$ cat config.mk
export PLATFORM = sky130hd
export DESIGN_NAME = addsub_arbiter
export DESIGN_NICKNAME = d
export VERILOG_FILES = /design/src/rtl/addsub_arbiter.sv
export SDC_FILE = /design/constraint.sdc
export NUM_CORES = 1
export LEC_CHECK = 0
export BUFFER_PORTS_ARGS = -buffer_cell sky130_fd_sc_hd__buf_2
export CELL_PAD_IN_SITES_DETAIL_PLACEMENT = 0
export CELL_PAD_IN_SITES_GLOBAL_PLACEMENT = 1
export CORE_MARGIN = 3
export CORE_UTILIZATION = 35
export DETAILED_ROUTE_END_ITERATION = 7
export PLACE_DENSITY_LB_ADDON = 0.1
export SLEW_MARGIN = 20
export SYNTH_ARGS = -nofsm -noshare
export SYNTH_HDL_FRONTEND = slang
export SYNTH_SLANG_ARGS = --single-unit
$ cat constraint.sdc
create_clock -name clk -period 3.3 [get_ports clk]
set_input_delay 0.165 -clock clk [delete_from_list [all_inputs] [get_ports clk]]
set_output_delay 0.165 -clock clk [all_outputs]
set_load 0.1 [all_outputs]
$ cat src/rtl/addsub_arbiter.sv
// addsub_arbiter: two-requester round-robin arbiter around one registered 32-bit add/sub; define ADDSUB_ARB_SAT_EN to saturate res on signed overflow
module addsub_arbiter #(
  parameter bit PRIO_INIT = 1'b0
) (
  input  logic        clk,
  input  logic        rst,
  input  logic        req0,
  input  logic        req1,
  input  logic [31:0] a0,
  input  logic [31:0] b0,
  input  logic [31:0] a1,
  input  logic [31:0] b1,
  input  logic        sub0,
  input  logic        sub1,
  output logic        gnt0,
  output logic        gnt1,
  output logic        rsp_valid0,
  output logic        rsp_valid1,
  input  logic        rsp_ready0,
  input  logic        rsp_ready1,
  output logic [31:0] res,
  output logic        res_cout,
  output logic        res_v,
  output logic        busy
);
  typedef enum logic [1:0] {IDLE, EXEC, DONE} state_t;
  state_t state_q, state_d;
  logic ptr_q, ptr_d, own_q, own_d, sub_q, sub_d, cout_q, cout_d, v_q, v_d;
  logic [31:0] a_q, a_d, b_q, b_d, res_q, res_d;
  logic [31:0] bx, sum, res_n;
  logic c31, c32;
  assign bx = b_q ^ {32{sub_q}};
  assign {c32, sum} = {1'b0, a_q} + {1'b0, bx} + {32'd0, sub_q};
  // carry into the sign bit recovered from the sign-bit sum
  assign c31 = a_q[31] ^ bx[31] ^ sum[31];
`ifdef ADDSUB_ARB_SAT_EN
  assign res_n = (c31 ^ c32) ? (a_q[31] ? 32'h8000_0000 : 32'h7FFF_FFFF) : sum;
`else
  assign res_n = sum;
`endif
  assign gnt0 = !rst && state_q == IDLE && req0 && (!req1 || !ptr_q);
  assign gnt1 = !rst && state_q == IDLE && req1 && (!req0 || ptr_q);
  assign rsp_valid0 = state_q == DONE && !own_q;
  assign rsp_valid1 = state_q == DONE && own_q;
  assign busy = state_q != IDLE;
  assign res = res_q;
  assign res_cout = cout_q;
  assign res_v = v_q;
  always_comb begin
    state_d = state_q;
    ptr_d = ptr_q;
    own_d = own_q;
    a_d = a_q;
    b_d = b_q;
    sub_d = sub_q;
    res_d = res_q;
    cout_d = cout_q;
    v_d = v_q;
    case (state_q)
      IDLE: if (gnt0 || gnt1) begin
        state_d = EXEC;
        own_d = gnt1;
        a_d = gnt1 ? a1 : a0;
        b_d = gnt1 ? b1 : b0;
        sub_d = gnt1 ? sub1 : sub0;
      end
      EXEC: begin
        state_d = DONE;
        res_d = res_n;
        cout_d = c32;
        v_d = c31 ^ c32;
      end
      DONE: if (own_q ? rsp_ready1 : rsp_ready0) begin
        state_d = IDLE;
        ptr_d = ~own_q;
      end
      default: state_d = IDLE;
    endcase
  end
  always_ff @(posedge clk or posedge rst) begin
    if (rst) begin
      state_q <= IDLE;
      ptr_q <= PRIO_INIT;
      own_q <= 1'b0;
      a_q <= '0;
      b_q <= '0;
      sub_q <= 1'b0;
      res_q <= '0;
      cout_q <= 1'b0;
      v_q <= 1'b0;
    end else begin
      state_q <= state_d;
      ptr_q <= ptr_d;
      own_q <= own_d;
      a_q <= a_d;
      b_q <= b_d;
      sub_q <= sub_d;
      res_q <= res_d;
      cout_q <= cout_d;
      v_q <= v_d;
    end
  end
endmodule

Word-level counts from Yosys, hierarchy flattened
Index checks and enable logic that the tools add are counted.

Bits in registers: 103. Output and inout port bits: 39.

Add/sub/neg operators: 2. Equal/unequal tests: 4. Mux-type cells: 7. Bitwise gates (word level): 5. Reduce and logical (&&, ||, !) cells: 20.

Operator list (count): $mux 32 (2); $add 32x32->33 (1); $add 33x1->33 (1); $xor 32x32->32 (1); $logic_and 1x1->1 (7); $pmux 2 s3 (1); $reduce_and 2->1 (3); $logic_not 1->1 (5); $mux 2 (2); $ne 2x1->1 const B (2); $logic_or 1x1->1 (3); $xor 1x1->1 (3); $eq 2x1->1 const B (1); $eq 2x2->1 const B (1); $logic_not 2->1 (1); $mux 1 (2); $reduce_bool 2->1 (1); $not 1->1 (1).

Logic depth before layout (Yosys ltp)
Depth after elaboration: 7. Mapped depth: 14. Gate-level depth less buffers: 12.

Least setup slack after synthesis
Ideal clock, no wire load.

Path type: reg-to-reg. From: reg sub_q. To: reg res_q[23] (netlist: res[23]). Setup time: 0.130 ns. Arrival: 2.924 ns. Setup slack: 0.246 ns. Cell stages (with the launch flop): 14. Clock period less this slack: 3.054 ns. Path through: dfrtp_1 -> buf_2 -> buf_1 -> xor2_1 -> ha_1 -> and4_1 -> and3_4 -> a221oi_2 -> a311oi_2 -> o21ai_1 -> nand2_1 -> a31oi_1 -> xor2_1 -> o21ai_1.

Cells in the longest elaborated chain, start to end: 3.

Ends and longest elaborated chain: start, declared (line 28) `logic ptr_q, ptr_d, own_q, own_d, sub_q, sub_d, cout_q, cout_d, v_q, v_d;`; start signal, assigned (line 97) `sub_q <= sub_d;`; $xor 32x32->32 (line 32) `assign bx = b_q ^ {32{sub_q}};`; $add 32x32->33 (line 33) `assign {c32, sum} = {1'b0, a_q} + {1'b0, bx} + {32'd0, sub_q};`; $add 33x1->33 (*) (line 33); end signal, assigned (line 98) `res_q <= res_d;`; end, declared (line 29) `logic [31:0] a_q, a_d, b_q, b_d, res_q, res_d;`.

Every way passes the cells marked *; elsewhere a longest branch is shown, timed or not. A chain may end at the register's enable or synchronous reset.

Worst setup path in the final report
Ends and elaborated chain as after synthesis.

==> impl_metrics.tcl <==
set metrics [dict create \
    status "complete, no violations" \
    hold_violations 0 \
    finalNetCount 1074 \
    holdWs_ns 0.0610 \
    hp-class "primary input to register" \
    synth_compound_area_share_pct 20.3 \
    cts.htree.levels 3 \
    root_buffer "clkbuf_16" \
    detailedPlacementHpwl_um 13900 \
    timing.clock.skew_ns 0.00715 \
    drt_first_iter_violations 241 \
    final_period_minus_worst_setup_slack_ns 3.06 \
    largest_family_of_logic_cells_by_synthesized_area "compound AO/OA/AOI/OAI gates" \
    chipWidth_um 140 \
    post_dp_cell_area_um2 7410 \
    grt-ovfl-total 0 \
    netlist_top_cells_count "nand2_1 (190), dfrtp_1 (103), nor2_1 (79), a31oi_1 (68), xor2_1 (44)" \
    drc_errors 0 \
    antenna_left 0 \
    synth_simple_gate_area_share_pct 19.9 \
    critPathLaunch "sub_q" \
    achievable-frequency_mhz 327 \
    cts_made_buffers 9 \
    synth_area_um2 6290 \
    grt_first_pass_wirelength_um 30200 \
    syn_to_final_growth_pct 23.2 \
    cts.path.max_buffers 2 \
    fp-row-count 48 \
    die_h_um 140 \
    timing.hold.worst.start "b0[3]" \
    design.die.area_um2 19600 \
    grt.total_usage_pct 18.7 \
    arrival_ns 3.26 \
    share_of_the_cycle_needed_by_the_critical_path_after_routing_pct 92.8 \
    detailedRoute.firstPassIterationCount 5 \
    final_max_slew_viol_count 0 \
    top_level_ports 175 \
    initial_core_util_pct 36.0 \
    fill_cells 1788 \
    post_synth_adder_cell_area_pct 6.48 \
    tritoncts_clock_tree "built" \
    critical_path.endpoint_type "register" \
    synthDominantCellAreaShare_pct 41.0 \
    drt-vias-per-instance 5.08 \
    area_share_of_xor_xnor_cells_in_the_synthesized_design_pct 8.35 \
    post-synth-top-count-cell "nand2_1" \
    synthDominantAreaCellType "dfrtp_1" \
    storage_element_area_um2 2580 \
    setup_viols_final 0 \
    clkSlewWorstSetupHoldPaths_ns 0.07 \
    grt_start_max_net_pins 68 \
    drive_above_1_share_pct 25.4 \
    layout.cell_area.non_filler_um2 7750 \
    multi_input_area_um2 3510 \
    max-cap-violations 0 \
    synth.net_count 919 \
    globalplace.congestion 0.849 \
    synth_cells 751 \
    antenna_cells 0 \
    number_of_global_route_vias_before_repair 5873 \
    worst_ep_required_ns 3.50 \
    critical_path.max_fanout 16 \
    numClockSinks 103 \
    synth-warning-count 0 \
    synth.avg_cell_area_um2 8.38 \
    synth-main-ff-cell "dfrtp_1" \
    portBuffers 174 \
    criticalPathCategory "register to register" \
    core-area_um2 17500 \
    r2r-start "sub_q" \
    route.vias.total 5769 \
    grt_setup_unrepaired "no" \
    worst_pin_slew_ns 0.781 \
    synth.mux.area_fraction_pct 0.338 \
    clock_insertion_delay_at_the_later_pin_of_the_skew_report_ns 0.35 \
    synth_enable_flop_cells 0 \
    max-slew-margin-rel_pct 47.9 \
    ys_ff_latch 103 \
    synth_sequential_area_ratio_pct 41.0 \
    worst_setup_path_start_kind "register" \
    number_of_unique_standard_cell_types_used_by_synthesis 62 \
    number_of_antenna_violations_at_the_first_check_in_global_routing 0 \
    setup_total_negative_slack_ns 0 \
    routed_wirelength_um 18100 \
    synthTopCellsByArea "dfrtp_1 (41%), nand2_1 (11%), a31oi_1 (6.8%), ha_1 (6.2%), xor2_1 (6.1%)" \
    synth-async-reset-ratio_pct 100 \
    average_routed_wire_per_standard_cell_um 16.0 \
]
-- cell usage in the layout, fill, tap and decap left out, types with 4 or more instances in the layout --
master / count
inv_1: 10
xnor2_1: 16
xor2_1: 44
and3_1: 4
nor2b_1: 4
o21ai_0: 34
clkbuf_16: 9
nand2_1: 190
buf_4: 12
buf_2: 173
ha_1: 31
o21ai_1: 9
a211oi_1: 4
a21oi_1: 29
nand3_1: 4
a21o_1: 13
nand2b_1: 4
dfrtp_1: 102
a31oi_1: 68
nor2_1: 79
-- metrics by stage --
stage	setup WS (ns)	std cells	util, %
global route	0.0112	1135	44.4
finish	0.238	1135	44.4
global placement	0.180	1119	42.4
floorplan	0.246	751	-
detailed placement	0.122	1119	42.4
CTS	0.110	1135	44.2
-- state kept, by name (all words and copies together), names as in the netlist --
register,cells
a_q,32
b_q,32
res,32
state_q,2
own_q,1
ptr_q,1
res_cout,1
res_v,1
sub_q,1
-- worst max-delay path, cell delays in order, from the launching register on --
cell      delay, ns
dfrtp_2        0.45
buf_8          0.18
xor2_1         0.15
ha_1           0.36
and4_1         0.28
and3_4         0.22
a221oi_4       0.29
a311oi_2       0.16
o21ai_1        0.21
nand2_1        0.14
a31oi_1        0.23
xor2_1         0.18
o21ai_1        0.07
-- final timing paths --
check,end,slack (ns),cells after the start
min in group asynchronous,a_q[0],0.42,3
setup / recovery,res[23],0.24,12
hold / removal,b_q[3],0.06,3
setup reg to reg,res[23],0.24,12
hold reg to reg,res[16],0.47,2
max in group asynchronous,b_q[15],2.03,4
-- cell families after synthesis --
| logic type | after synthesis |
|---|---|
| and+or+nand+nor | 304 |
| xor gates and xnor gates | 60 |
| muxes | 2 |
| buffers and inverters | 57 |
| adders and majority gates | 32 |
| AOI/OAI and AO/OA | 193 |
| DFF | 103 |
-- layout make-up --
cell class,instances,share of cell area (%)
clock buffer,11,3.13
clock inverter,4,0.904
inverter,12,0.613
multi-input combinational,591,45.3
sequential,103,33.3
tap,225,3.63
timing repair buffer,189,13.2
-- layer usage --
layer / up-vias / global-route usage [%] / share of wire [%]
met5: - / 0 / 0
met1: 2735 / 26.7 / 50
met3: 6 / 3.65 / 4.1
met4: 0 / 4.28 / 0.59
li1: 2890 / - / -
met2: 138 / 29.6 / 45
-- repair_timing --
item	CTS	global route
gates resized for setup	0	3
setup buffers	0	0
setup endpoints to repair	0	7
hold buffers	1	0
hold endpoints to repair	36	0
Power is not shown: default switching activity piles up to over one toggle a cycle in this logic, so the estimate is an artifact.
